## config.mk

```make
export PLATFORM = sky130hd
export DESIGN_NAME = hazard_stall_controller
export DESIGN_NICKNAME = d
export VERILOG_FILES = /design/src/rtl/rv_pipe_pkg.sv /design/src/rtl/rv_src_use_decode.sv /design/src/rtl/hazard_stall_controller.sv
export SDC_FILE = /design/constraint.sdc
export NUM_CORES = 1
export LEC_CHECK = 0
export ABC_AREA = 1
export CORE_ASPECT_RATIO = 1.1
export CORE_MARGIN = 2
export CORE_UTILIZATION = 60
export CTS_BUF_LIST = sky130_fd_sc_hd__clkbuf_8
export DETAILED_ROUTE_END_ITERATION = 8
export DONT_BUFFER_PORTS = 1
export GPL_TIMING_DRIVEN = 0
export PLACE_DENSITY = 0.76
export SLEW_MARGIN = 20
export SYNTH_ARGS = -nofsm -noshare
export SYNTH_HDL_FRONTEND = slang
export SYNTH_SLANG_ARGS = --single-unit
```

## constraint.sdc

```tcl
create_clock -name clk -period 1.93 [get_ports clk]
set_input_delay 0.0965 -clock clk [delete_from_list [all_inputs] [get_ports clk]]
set_output_delay 0.0965 -clock clk [all_outputs]
set_load 0.05 [all_outputs]
```

## src/rtl/rv_pipe_pkg.sv

```systemverilog
// Shared pipeline definitions: opcodes, instruction field positions and the
// sequencing-controller state encoding.
package rv_pipe_pkg;

   localparam logic [6:0] OP_R      = 7'b0110011;
   localparam logic [6:0] OP_IMM    = 7'b0010011;
   localparam logic [6:0] OP_LOAD   = 7'b0000011;
   localparam logic [6:0] OP_STORE  = 7'b0100011;
   localparam logic [6:0] OP_BRANCH = 7'b1100011;
   localparam logic [6:0] OP_JALR   = 7'b1100111;
   localparam logic [6:0] OP_JAL    = 7'b1101111;
   localparam logic [6:0] OP_LUI    = 7'b0110111;
   localparam logic [6:0] OP_AUIPC  = 7'b0010111;

   localparam int OPC_LSB = 0;
   localparam int OPC_MSB = 6;
   localparam int RD_LSB  = 7;
   localparam int RD_MSB  = 11;
   localparam int RS1_LSB = 15;
   localparam int RS1_MSB = 19;
   localparam int RS2_LSB = 20;
   localparam int RS2_MSB = 24;

   typedef enum logic {
      RUN      = 1'b0,
      MEM_WAIT = 1'b1
   } ctrl_state_t;

endpackage

```

## src/rtl/rv_src_use_decode.sv

```systemverilog
// Opcode-only decode of which source register fields an instruction reads.
module rv_src_use_decode
   import rv_pipe_pkg::*;
(
   input  logic [6:0] opcode,
   output logic       rs1_used,
   output logic       rs2_used
);

   always_comb begin
      rs1_used = 1'b0;
      rs2_used = 1'b0;
      case (opcode)
         OP_R, OP_STORE, OP_BRANCH: begin
            rs1_used = 1'b1;
            rs2_used = 1'b1;
         end
         OP_IMM, OP_LOAD, OP_JALR: rs1_used = 1'b1;
         OP_LUI, OP_AUIPC, OP_JAL: begin
            rs1_used = 1'b0;
            rs2_used = 1'b0;
         end
         default: begin
            rs1_used = 1'b0;
            rs2_used = 1'b0;
         end
      endcase
   end

endmodule

```

## src/rtl/hazard_stall_controller.sv

```systemverilog
// Pipeline stall/flush/freeze sequencing for load-use, taken-branch and
// multi-cycle data-memory hazards, with saturating perf counters.
//
//   state    | meaning
//   ---------+-----------------------------------------------------------
//   RUN      | normal flow; a memory access not ready this cycle freezes
//   MEM_WAIT | access outstanding; frozen until dmem_ready, timer running
module hazard_stall_controller
   import rv_pipe_pkg::*;
#(
   parameter int CNT_W       = 16,
   parameter int MEM_TIMEOUT = 64,
   parameter int TMR_W       = 8
) (
   input  logic             clk,
   input  logic             reset,
   input  logic [31:0]      instruction_IFID,
   input  logic [31:0]      instruction_IDEX,
   input  logic             ID_EX_MemRead,
   input  logic             branch_taken_EX,
   input  logic             dmem_req,
   input  logic             dmem_ready,
   output logic             PC_write,
   output logic             IFID_write,
   output logic             IDEX_write,
   output logic             EXMEM_write,
   output logic             IDEX_bubble,
   output logic             IFID_flush,
   output logic             IDEX_flush,
   output logic             MEMWB_bubble,
   output logic [CNT_W-1:0] stall_cycles,
   output logic [CNT_W-1:0] flush_count,
   output logic             mem_timeout_err
);

   localparam logic [TMR_W-1:0] TMR_MAX = TMR_W'(MEM_TIMEOUT);
   localparam logic [CNT_W-1:0] CNT_MAX = '1;

   ctrl_state_t      state_q, state_d;
   logic [TMR_W-1:0] tmr_q, tmr_d;
   logic [CNT_W-1:0] stall_q, stall_d;
   logic [CNT_W-1:0] flush_q, flush_d;
   logic             err_q, err_d;

   logic [4:0] rd_idex, rs1_ifid, rs2_ifid;
   logic       rs1_used, rs2_used;
   logic       load_use, freeze;
   logic       unused_bits;

   assign rd_idex  = instruction_IDEX[RD_MSB:RD_LSB];
   assign rs1_ifid = instruction_IFID[RS1_MSB:RS1_LSB];
   assign rs2_ifid = instruction_IFID[RS2_MSB:RS2_LSB];
   assign unused_bits = ^{instruction_IDEX[31:12], instruction_IDEX[6:0],
                          instruction_IFID[31:25], instruction_IFID[14:7]};

   rv_src_use_decode u_src_use (
      .opcode   (instruction_IFID[OPC_MSB:OPC_LSB]),
      .rs1_used (rs1_used),
      .rs2_used (rs2_used)
   );

   assign load_use = ID_EX_MemRead && (rd_idex != 5'd0) &&
                     ((rs1_used && (rd_idex == rs1_ifid)) ||
                      (rs2_used && (rd_idex == rs2_ifid)));

   assign freeze = ((state_q == RUN) && dmem_req && !dmem_ready) ||
                   ((state_q == MEM_WAIT) && !dmem_ready);

   // Freeze outranks the branch: the taken branch stays parked in EX and
   // is serviced in the release cycle.
   always_comb begin
      PC_write     = 1'b1;
      IFID_write   = 1'b1;
      IDEX_write   = 1'b1;
      EXMEM_write  = 1'b1;
      IDEX_bubble  = 1'b0;
      IFID_flush   = 1'b0;
      IDEX_flush   = 1'b0;
      MEMWB_bubble = 1'b0;
      if (freeze) begin
         PC_write     = 1'b0;
         IFID_write   = 1'b0;
         IDEX_write   = 1'b0;
         EXMEM_write  = 1'b0;
         MEMWB_bubble = 1'b1;
      end else if (branch_taken_EX) begin
         IFID_flush = 1'b1;
         IDEX_flush = 1'b1;
      end else if (load_use) begin
         PC_write    = 1'b0;
         IFID_write  = 1'b0;
         IDEX_bubble = 1'b1;
      end
   end

   always_comb begin
      state_d = state_q;
      tmr_d   = tmr_q;
      err_d   = err_q;
      case (state_q)
         RUN: begin
            tmr_d = '0;
            if (dmem_req && !dmem_ready) state_d = MEM_WAIT;
         end
         MEM_WAIT: begin
            if (dmem_ready) begin
               state_d = RUN;
               tmr_d   = '0;
            end else begin
               if (tmr_q != TMR_MAX) tmr_d = tmr_q + TMR_W'(1);
               if (tmr_d == TMR_MAX) err_d = 1'b1;
            end
         end
         default: begin
            state_d = RUN;
            tmr_d   = '0;
         end
      endcase

      stall_d = stall_q;
      if (!PC_write && (stall_q != CNT_MAX)) stall_d = stall_q + CNT_W'(1);
      flush_d = flush_q;
      if (IFID_flush && (flush_q != CNT_MAX)) flush_d = flush_q + CNT_W'(1);
   end

   always_ff @(posedge clk or posedge reset) begin
      if (reset) begin
         state_q <= RUN;
         tmr_q   <= '0;
         stall_q <= '0;
         flush_q <= '0;
         err_q   <= 1'b0;
      end else begin
         state_q <= state_d;
         tmr_q   <= tmr_d;
         stall_q <= stall_d;
         flush_q <= flush_d;
         err_q   <= err_d;
      end
   end

   assign stall_cycles    = stall_q;
   assign flush_count     = flush_q;
   assign mem_timeout_err = err_q;

endmodule

```

Yosys cells after proc, flatten, opt, wreduce, memory -nomap -nowiden:

Cells that the tools add are included.

* equal/unequal tests: 12
* order comparisons: 0
* bitwise logic cells: 2
* multipliers: 0
* $add $sub $neg: 3
* div/mod/pow operators: 0
* muxes and demuxes: 20
* reduce and logical (&&, ||, !) cells: 18
* shift operators: 0

Operators with widths (count)
* 16-bit by 1-bit adder with 16-bit output, second input constant: 2
* 8-bit 2-to-1 mux: 4
* 16-bit inequality test, second input constant: 2
* 8-bit case mux with 2 select lines: 1
* 7-bit by 6-bit == test with 1-bit output, second input constant: 2
* 7-bit == test, second input constant: 2
* 1-bit 2-to-1 mux: 14
* 5-bit == test: 2
* 1-bit logical AND: 10
* 8-bit by 1-bit adder with 8-bit output, second input constant: 1
* 8-bit by 7-bit == test with 1-bit output, second input constant: 1
* 8-bit by 7-bit inequality test with 1-bit output, second input constant: 1
* 7-bit by 2-bit == test with 1-bit output, second input constant: 1
* 7-bit by 5-bit == test with 1-bit output, second input constant: 1
* 6-bit OR reduction: 1
* 5-bit nonzero test: 1
* 3-bit AND reduction: 1
* 3-bit OR reduction: 1
* 1-bit zero test: 2
* 1-bit logical OR: 2
* 1-bit inverter: 2
* 1-bit case mux with 2 select lines: 1

* register bits after elaboration: 42
* memory bits (read-only): 0
* latch bits: 0
* memories kept: 0
* word-level logic and storage cells: 60
* bits in writable memories: 0
* output and inout port bits: 41

Logic depth before layout (Yosys ltp):

Gate-level depths: netlist of run 1.

* word-level depth: 11
* mapped depth: 14
* gate-level depth less buffers: 13

By module:

Synthesis of run 1 repeated with hierarchy kept, for this count alone.

* cell total of the unflattened synthesis: 389
* area total of the unflattened synthesis: 2777.7 sq um

By module, submodules not included
* hazard_stall_controller: times used 1, area each 2702.6 sq um, cells an instance 371, sequential area each 1051.0 sq um
* rv_src_use_decode: times used 1, area each 75.1 sq um, cells an instance 18, sequential area each 0.0 sq um

Worst setup path after synthesis of run 1:

No wires, ideal clock.

* path kind: register to output
* start: register state_q
* end: output port PC_write
* cell stages (with the launch flop): 10
* buffers on the path: 2
* setup slack: -591 ps
* arrival time: 2425 ps
* cell sequence: dfrtp_1 > inv_1 > nor2_1 > inv_2 > nand2_1 > inv_1 > nand2_2 > buf_2 > inv_1 > buf_4

* word-level cells in the longest chain between the ends: 5
* elaborated cells between the ends (all ways): 6
* those cells by class: mux (1); bitwise (1); reduce/logical (4)

Ends and longest elaborated chain
* start, declared: line hazard_stall_controller.sv:39 `ctrl_state_t state_q, state_d;`
* start signal, assigned: line hazard_stall_controller.sv:134 `state_q <= state_d;`
* 1-bit inverter
* 1-bit logical AND (2 in series): line hazard_stall_controller.sv:66 `assign freeze = ((state_q == RUN) && dmem_req && !dmem_ready) ||`
* 1-bit logical OR *: line hazard_stall_controller.sv:66
* 1-bit 2-to-1 mux *
* end, declared: line hazard_stall_controller.sv:23 `output logic PC_write,`

Mark *: on every way between the ends. The rest lies on a longest branch, timed or not.

Final worst setup path of run 1:

Same ends and word-level chain as after synthesis.

==> run_results.csv, run 1 <==
group,metric,value,unit
run_status,status,"finished, violations left",
run_status,failed_checks,"negative setup slack",
clock_network,clock-root-buffer,"clkbuf_8",
worst_setup_path,required,1.83,ns
routing,wire_per_inst,13.54,µm
global_route,grt_util_met3,7.716,%
clock_network,cts.reportedPaths.clkPinSlew,0.08,ns
routing,ant_nets,0,
clock_network,cts-htree-levels,2,
logic_synthesis,syn-cell-area,2688,µm²
logic_synthesis,netlist_instances,375,
timing,relSlewSlack,41.22,%
timing,setup_viol,5,
place,dp_cells,430,
worst_setup_path,crit_fanout,4,
power,peakVddDrop,0.8918,mV
global_route,grt_overflow,0,
worst_setup_path,arrival,2.18,ns
global_route,grt_use_met1,30.54,%
timing,whs,0.07081,ns
layout,drive_gt1_share,19.11,%
clock_network,clk_path_buf_depth,2,
timing,maxSlewViolCount,0,
global_route,antenna_found_initial,0,
floorplanning,rows,25,
logic_synthesis,synth-main-ff-cell,"dfrtp_1",
worst_setup_path,endpoint_kind,"output pin",
layout,n_antenna_cell,0,
clock_network,cts.sinks,42,
logic_synthesis,ys_seq_area_share,39.11,%
layout,finalNonFillerCells,457,
timing,fin_crit_sh,117.8,%
floorplanning,die_h,74.20,µm
floorplanning,initial_utilization,62.26,%
clock_network,clk_latency,0.31,ns
global_route,grt_max_degree,35,
routing,totalWireLength,6187,µm
timing,post-route-min-period,2.274,ns
hold_path,min_path_type,"in2reg",
timing,hold_viol_final,0,
logic_synthesis,synth_edf_count,0,
floorplanning,core_area,4317,µm²
global_route,grtUsageMet2,41.72,%
power,cellLeakagePower,1.581,nW
routing,drcViolationCount,0,
timing,max_freq,439.7,MHz
job,maxCapViolCount,0,
global_route,busiest_layer,"met2",
timing,worst_pin_slew,0.8785,ns
layout,fill_cells,326,
place,hpwl,4181,µm
routing,drt_iter0_drc,139,
floorplanning,die_area,5031,µm²
routing,firstDrtPassIters,4,
clock_network,numCtsBuffers,5,
timing,rsz0062_at_grt,"true",
worst_setup_path,path_class,"reg2out",
floorplanning,die_x,67.81,µm
timing,setup_ws,-0.3443,ns
timing,finClkSkew,0.008629,ns
routing,drt-vias-per-instance,5.298,
place,gp_congestion,0.9361,
worst_setup_path,start_kind,"flip-flop",
layout,area_growth,19.46,%
logic_synthesis,yosysUniqueCellTypes,24,
layout,fin_nets,476,
logic_synthesis,synth.avg_cell_area,7.167,µm²
floorplanning,top_level_ports,111,
timing,tns,-0.4794,ns
clock_network,cts_tree,"done",
logic_synthesis,async_flop_share,100.0,%
logic_synthesis,ys_warn_count,0,
layout,multiInputGateArea,1454,µm²
global_route,grt_pass1_vias,2288,
place,portBuffers,0,
logic_synthesis,ys_ff_latch,42,
global_route,groute.usage.overall,25.17,%
power,p_per_area,984.6,nW/µm²
logic_synthesis,syn-num-nets,449,
routing,vias,2421,
global_route,grt_first_pass_wirelength,9735,µm
layout,seq_area,1084,µm²
==> per-stage QoR <==
stage               utilization, %  area [µm²]  setup WS (ns)  power [mW]
floorplan                        -        2734       -0.07322       2.002
global placement             64.90        2801        -0.2452       2.107
detailed placement           65.36        2821        -0.3110       2.140
CTS                          70.64        3049        -0.3252       3.069
global route                 74.38        3211        -0.4380       3.285
finish                       74.38        3211        -0.3443       3.161
==> flip-flops by register name (all words and copies together) (netlist names) <==
signal           cells
state_q              1
tmr_q                8
flush_count         16
stall_cycles        16
mem_timeout_err      1
==> synthesized netlist by cell type (2+ instances only) <==
| cell type | count | area [µm²] |
|---|---|---|
| nor2_1 | 41 | 153.9 |
| nand2_1 | 113 | 424.2 |
| o21ai_0 | 7 | 35.03 |
| nor3_1 | 12 | 60.06 |
| inv_2 | 2 | 7.510 |
| inv_1 | 54 | 202.7 |
| nand4_1 | 6 | 37.54 |
| nand2_2 | 2 | 12.51 |
| nand3_1 | 42 | 210.2 |
| xnor2_1 | 13 | 113.9 |
| dfrtp_1 | 42 | 1051 |
| buf_4 | 4 | 30.03 |
| ha_1 | 4 | 50.05 |
| xor2_1 | 21 | 183.9 |
| nor2_2 | 2 | 12.51 |
| buf_2 | 2 | 10.01 |
==> path summary, 6_finish.rpt <==
| kind | from | endpoint | slack [ns] | cells after the start |
|---|---|---|---|---|
| min in group asynchronous | reset | flush_count[10]$_DFFE_PP0P_ | 0.14 | 2 |
| worst min-delay path | dmem_req | state_q$_DFF_PP0_ | 0.07 | 2 |
| worst max register to register | state_q$_DFF_PP0_ | stall_cycles[4]$_DFFE_PP0P_ | -0.02 | 12 |
| worst min register to register | tmr_q[7]$_DFF_PP0_ | tmr_q[7]$_DFF_PP0_ | 0.59 | 2 |
| worst max-delay path | state_q$_DFF_PP0_ | PC_write | -0.34 | 9 |
| max in group asynchronous | reset | stall_cycles[1]$_DFFE_PP0P_ | 1.33 | 3 |
==> where the power goes <==
group	internal (mW)	leakage [nW]	total, mW	switching, mW
Clock	0.552	0.0714	0.874	0.322
Combinational	0.262	0.986	0.636	0.373
Sequential	1.02	0.524	1.65	0.627
Total	1.84	1.58	3.16	1.32
==> logic make-up after synthesis <==
group / synth area share (%)
XOR/XNOR: 11.08
buffers and inverters: 9.916
adder cells (fa/ha/maj): 1.862
flip-flops: 39.11
AND/OR/NAND/NOR: 36.50
AO/OA/AOI/OAI: 1.536
==> worst max-delay path, cell delays in order, from the launching register on <==
cell,delay (ns)
dfrtp_1,0.34
inv_1,0.05
nor2_2,0.14
inv_2,0.09
nand2_8,0.14
clkinvlp_4,0.31
nand2_4,0.18
buf_6,0.12
clkinvlp_4,0.26
buf_8,0.25
==> per-layer routing <==
layer | routed length (µm) | up-vias
li1 | - | 1209
met1 | 2610 | 1124
met2 | 3071 | 77
met3 | 406 | 11
met4 | 98 | 0
met5 | 0 | -
==> area by class of cell <==
class | count | area share, %
clock inverter | 2 | 1.871
timing repair buffer | 20 | 5.378
clock buffer | 6 | 2.572
buffer | 8 | 2.260
tap | 54 | 2.104
sequential | 42 | 33.75
multi-input combinational | 269 | 45.28
inverter | 56 | 6.781
==> timing repair <==
action                     in CTS  in global routing
setup buffers                   5                 13
gates cloned                    0                  1
resized for setup              20                 20
hold buffers                    1                  0
setup endpoints to repair      32                 25
hold endpoints to repair       42                  0
pin swaps                       5                  3
==> layout by cell type, fill, tap and decap left out, types with 3 or more instances in the layout <==
cell type	n
nor3_1	12
clkbuf_8	6
nand4_1	6
nand2_1	110
inv_1	51
o21ai_0	6
xnor2_1	13
nand3_1	42
buf_6	4
dfrtp_1	20
buf_4	20
xor2_1	21
inv_2	3
nor2_1	40
dfrtp_2	20
Power figures use the tool's default switching activity.
==> inputs of run 2 (changes only) <==
--- a/config.mk
+++ b/config.mk
@@ -17,4 +17,5 @@
 export SLEW_MARGIN = 20
 export SYNTH_ARGS = -nofsm -noshare
 export SYNTH_HDL_FRONTEND = slang
+export SYNTH_HIERARCHICAL = 1
 export SYNTH_SLANG_ARGS = --single-unit
==> run_results.csv, run 2 <==
group,metric,value,unit
job,maxCapViolCount,0,
logic_synthesis,netlist_instances,389,
worst_setup_path,endpoint_kind,"output pin",
run_status,status,"finished, violations left",
global_route,grt_pass1_vias,2282,
power,internal_power,1.555,mW
timing,maxSlewViolCount,0,
logic_synthesis,synth.avg_cell_area,7.141,µm²
power,cellLeakagePower,1.580,nW
logic_synthesis,yosys-top-cells-area,"dfrtp_1, nand2_1, inv_1",
routing,firstDrtPassIters,4,
power,switching_power,1.098,mW
worst_setup_path,crit_fanout,4,
routing,vias,2395,
power,clkPwrFrac,26.1,%
timing,relSlewSlack,39.52,%
timing,tns,-0.2835,ns
layout,fin_nets,477,
timing,setup_ws,-0.2663,ns
clock_network,clk_path_buf_depth,2,
logic_synthesis,yosysTopAreaCell,"dfrtp_1",
power,power,2.653,mW
place,gp_congestion,0.8609,
timing,fin_crit_sh,113.8,%
clock_network,cts_tree,"done",
logic_synthesis,yosysMostFrequentCell,"nand2_1",
worst_setup_path,crit_path_end,"PC_write",
power,p_per_area,862.4,nW/µm²
logic_synthesis,syn-num-nets,463,
logic_synthesis,synth_top_area_share,37.84,%
global_route,grt_max_degree,29,
routing,drt_iter0_drc,117,
routing,totalWireLength,5651,µm
clock_network,cts.sinks,42,
global_route,grt_first_pass_wirelength,9604,µm
power,peakVddDrop,1.100,mV
layout,final_cell_mix,"nand2_1, inv_1, nor2_1",
timing,finClkSkew,0.007398,ns
floorplanning,top_level_ports,111,
layout,area_growth,10.77,%
timing,setup_viol,2,
logic_synthesis,async_flop_share,100.0,%
clock_network,cts.reportedPaths.clkPinSlew,0.08,ns
hold_path,min_path_type,"in2reg",
logic_synthesis,synth-main-ff-cell,"dfrtp_1",
worst_setup_path,path_class,"reg2out",
routing,wire_per_inst,12.34,µm
global_route,antenna_found_initial,0,
logic_synthesis,ys_ff_latch,42,
logic_synthesis,yosysUniqueCellTypes,33,
timing,whs,0.04837,ns
hold_path,whs_path_depth,2,
routing,drt-vias-per-instance,5.229,
worst_setup_path,rrSetupSlack,0.04,ns
timing,worst_pin_slew,0.9038,ns
power,switching_share,41.38,%
clock_network,clk_latency,0.30,ns
logic_synthesis,ys_warn_count,6,
floorplanning,die_x,68.88,µm
timing,post-route-min-period,2.196,ns
logic_synthesis,syn-cell-area,2778,µm²
clock_network,clock-root-buffer,"clkbuf_8",
worst_setup_path,reg2reg_depth,6,
timing,rsz0062_at_grt,"true",
power,pwr-share-comb,17.5,%
floorplanning,die_area,5190,µm²
worst_setup_path,worst_r2r_endpoint,"stall_cycles[0]$_DFFE_PP0P_",
layout,fin_util,70.26,%
worst_setup_path,reg2reg_from,"stall_cycles[2]$_DFFE_PP0P_",
global_route,groute.usage.overall,24.27,%
power,pwr-share-seq,56.5,%
floorplanning,initial_utilization,63.43,%
timing,max_freq,455.3,MHz
place,hpwl,4276,µm
worst_setup_path,start_kind,"flip-flop",
routing,ant_nets,0,
layout,n_antenna_cell,0,
floorplanning,core_area,4379,µm²
worst_setup_path,required,1.83,ns
layout,layout_commonest_cell,"nand2_1",
clock_network,numCtsBuffers,5,
layout,drive_gt1_share,17.08,%
floorplanning,die_h,75.36,µm
logic_synthesis,ys_seq_area_share,37.84,%
worst_setup_path,crit_start,"state_q$_DFF_PP0_",
timing,hold_viol_final,0,
global_route,grt_overflow,0,
logic_synthesis,synth_common_cells,"nand2_1, inv_1, nor2_1",
logic_synthesis,synth_edf_count,0,
clock_network,cts-htree-levels,2,
run_status,failed_checks,"negative setup slack",
floorplanning,rows,25,
worst_setup_path,arrival,2.10,ns
place,portBuffers,0,
routing,drcViolationCount,0,
## run 2: cell families (layout without fill, tap and decap cells)
kind of cell / after synthesis / count (layout) / share of synthesized area [%]
AND/OR/NAND/NOR: 246 / 246 / 40.04
buffers and inverters: 65 / 80 / 10.63
flip-flops: 42 / 42 / 37.84
XOR/XNOR: 24 / 24 / 8.108
AO/OA/AOI/OAI: 8 / 8 / 1.577
adder cells (fa/ha/maj): 4 / 4 / 1.802
## run 2: critical path: stages (launching register included)
cell        delay [ns]
dfrtp_1           0.34
inv_2             0.04
nor2_4            0.12
inv_4             0.07
nand2_8           0.14
clkinvlp_4        0.31
nand2_4           0.16
buf_8             0.11
clkinvlp_4        0.25
buf_8             0.25
## run 2: what timing repair did
action | CTS | global route
gates cloned | 0 | 0
pin swaps | 2 | 1
setup buffers | 4 | 1
hold buffers | 1 | 0
hold endpoints to repair | 42 | 0
endpoints found under the setup margin | 30 | 25
resized for setup | 9 | 5
## run 2: worst min-delay path by stage
stage,from,end
after global placement,dmem_ready,mem_timeout_err$_DFFE_PP0P_
after detailed placement,reset,state_q$_DFF_PP0_
final,dmem_req,state_q$_DFF_PP0_
after CTS,dmem_req,state_q$_DFF_PP0_
after global routing,dmem_req,state_q$_DFF_PP0_
after floorplan,dmem_ready,mem_timeout_err$_DFFE_PP0P_
## run 2: layout make-up
type	instances	area, µm²
multi-input combinational	282	1453
fill	377	1303
sequential	42	1061
inverter	57	229.0
buffer	8	88.84
clock buffer	5	68.82
timing repair buffer	7	67.56
tap	54	67.56
clock inverter	3	41.29
## run 2: power by group through the flow
| stage | Clock [mW] | Sequential, mW | Combinational (mW) |
|---|---|---|---|
| 6_report | 0.692 | 1.50 | 0.463 |
| 5_1_grt | 0.737 | 1.52 | 0.524 |
| 4_1_cts | 0.704 | 1.49 | 0.464 |
| 3_5_place_dp | 0 | 1.50 | 0.447 |
| 3_3_place_gp | 0 | 1.49 | 0.424 |
| 2_1_floorplan | 0 | 1.45 | 0.385 |
## run 2: metrics by stage
step / worst slack (ns) / area, µm² / std cells
2_1_floorplan: 0.002104 / 2801 / 389
3_3_place_gp: -0.1686 / 2869 / 443
3_5_place_dp: -0.1935 / 2889 / 444
4_1_cts: -0.2784 / 3062 / 457
5_1_grt: -0.3436 / 3077 / 458
6_report: -0.2663 / 3077 / 458
## run 2: per-layer routing
layer  vias up  part of all wire, %  routed length (µm)  track usage [%]
li1       1215                    -                   -                -
met4         0                  1.6                  91            6.536
met5         -                    0                   0                0
met3        10                  5.7                 322            6.795
met2        63                   51                2898            43.70
met1      1107                   41                2339            28.21
==> inputs of run 3 (changes only) <==
--- a/config.mk
+++ b/config.mk
@@ -9,7 +9,7 @@
 export CORE_ASPECT_RATIO = 1.1
 export CORE_MARGIN = 2
 export CORE_UTILIZATION = 60
-export CTS_BUF_LIST = sky130_fd_sc_hd__clkbuf_8
+export CTS_BUF_LIST = sky130_fd_sc_hd__clkbuf_4 sky130_fd_sc_hd__clkbuf_8
 export DETAILED_ROUTE_END_ITERATION = 8
 export DONT_BUFFER_PORTS = 1
 export GPL_TIMING_DRIVEN = 0
==> run_results.csv, run 3 (synthesis results as in run 2) <==
group,metric,value,unit
run_status,status,"finished, violations left",
run_status,failed_checks,"negative setup slack",
timing,hold_viol_final,0,
place,dp_cells,444,
layout,n_antenna_cell,0,
layout,fin_nets,477,
place,gp_congestion,0.8609,
routing,wire_per_inst,12.31,µm
worst_setup_path,endpoint_kind,"output pin",
routing,drt-vias-per-instance,5.229,
global_route,antenna_found_initial,0,
layout,final_cell_mix,"nand2_1, inv_1, nor2_1",
floorplanning,core_area,4379,µm²
floorplanning,rows,25,
floorplanning,die_area,5190,µm²
worst_setup_path,start_kind,"flip-flop",
routing,drt_iter0_drc,115,
worst_setup_path,rrSetupSlack,0.05,ns
global_route,grt_first_pass_wirelength,9577,µm
clock_network,clk_path_buf_depth,2,
clock_network,cts_tree,"done",
routing,totalWireLength,5637,µm
place,place_area,2889,µm²
timing,rsz0062_at_grt,"true",
timing,worst_pin_slew,0.9038,ns
global_route,grt_max_degree,29,
worst_setup_path,path_class,"reg2out",
place,portBuffers,0,
clock_network,cts-htree-levels,2,
timing,tns,-0.2787,ns
timing,finClkSkew,0.007308,ns
floorplanning,die_h,75.36,µm
layout,fin_util,70.29,%
clock_network,cts.reportedPaths.clkPinSlew,0.08,ns
global_route,grt_pass1_vias,2276,
routing,vias,2395,
layout,fill_cells,378,
timing,post-route-min-period,2.194,ns
timing,relSlewSlack,39.52,%
timing,fin_crit_sh,113.7,%
place,hpwl,4276,µm
timing,setup_viol,2,
timing,setup_ws,-0.2639,ns
job,maxCapViolCount,0,
timing,max_freq,455.8,MHz
routing,firstDrtPassIters,4,
routing,drcViolationCount,0,
layout,area_growth,10.81,%
floorplanning,top_level_ports,111,
clock_network,cts.sinks,42,
clock_network,clock-root-buffer,"clkbuf_8",
global_route,groute.usage.overall,24.21,%
layout,finalNonFillerCells,458,
power,power,2.667,mW
layout,final_cell_area,3078,µm²
global_route,grt_overflow,0,
hold_path,min_path_type,"in2reg",
power,p_per_area,866.6,nW/µm²
worst_setup_path,crit_fanout,4,
floorplanning,die_x,68.88,µm
power,peakVddDrop,1.100,mV
place,post-place-ws,-0.1935,ns
power,cellLeakagePower,1.581,nW
layout,layout_commonest_cell,"nand2_1",
floorplanning,initial_utilization,63.43,%
clock_network,clk_latency,0.29,ns
routing,ant_nets,0,
worst_setup_path,arrival,2.10,ns
timing,whs,0.05001,ns
worst_setup_path,required,1.83,ns
layout,drive_gt1_share,17.08,%
clock_network,numCtsBuffers,5,
timing,maxSlewViolCount,0,
==> run 3: changes by cell type in the layout (fill, tap and decap cells not counted), sizes merged <==
cell,before,now
inv,56,55
clkbuf,5,6
==> run 3: final cells by class <==
type | instances | area, µm² | area share [%]
multi-input cells | 282 | 1450 | 47.11
flip-flops and latches | 42 | 1061 | 34.47
inverters | 57 | 229.0 | 7.439
plain buffers | 8 | 88.84 | 2.886
clock buffers | 6 | 76.32 | 2.480
repair buffers | 7 | 67.56 | 2.195
well taps | 54 | 67.56 | 2.195
clock inverters | 2 | 37.54 | 1.220
==> run 3: power by group <==
group	internal [mW]	leakage, nW	switching [mW]
combinational	0.183	0.990	0.279
sequential	0.989	0.536	0.507
clock	0.400	0.0548	0.309
total	1.57	1.58	1.10
==> run 3: final timing paths <==
path	start	endpoint	cells past startpoint
setup / recovery	state_q$_DFF_PP0_	PC_write	9
hold / removal	dmem_req	state_q$_DFF_PP0_	2
setup reg to reg	stall_cycles[2]$_DFFE_PP0P_	stall_cycles[12]$_DFFE_PP0P_	6
hold reg to reg	tmr_q[7]$_DFF_PP0_	tmr_q[7]$_DFF_PP0_	3
max in group asynchronous	reset	flush_count[5]$_DFFE_PP0P_	3
min in group asynchronous	reset	tmr_q[1]$_DFF_PP0_	2
==> run 3: critical path: stages, from the launching register on <==
cell,delay [ns]
dfrtp_1,0.34
inv_2,0.04
nor2_4,0.12
inv_4,0.07
nand2_8,0.14
clkinvlp_4,0.31
nand2_4,0.16
buf_8,0.11
clkinvlp_4,0.25
buf_8,0.25
==> run 3: layer usage <==
| layer | global-route usage, % | up-vias | part of all wire, % |
|---|---|---|---|
| met5 | 0 | - | 0 |
| met4 | 6.536 | 0 | 1.6 |
| met3 | 6.795 | 10 | 5.9 |
| met2 | 43.59 | 59 | 51 |
| met1 | 28.12 | 1110 | 41 |
| li1 | - | 1216 | - |
==> run 3: repair_timing <==
| item | CTS | global route |
|---|---|---|
| gates resized for setup | 9 | 4 |
| setup endpoints to repair | 30 | 25 |
| buffers inserted | 4 | 1 |
| pin swaps | 2 | 1 |
| hold endpoints to repair | 42 | 0 |
| hold buffers | 1 | 0 |
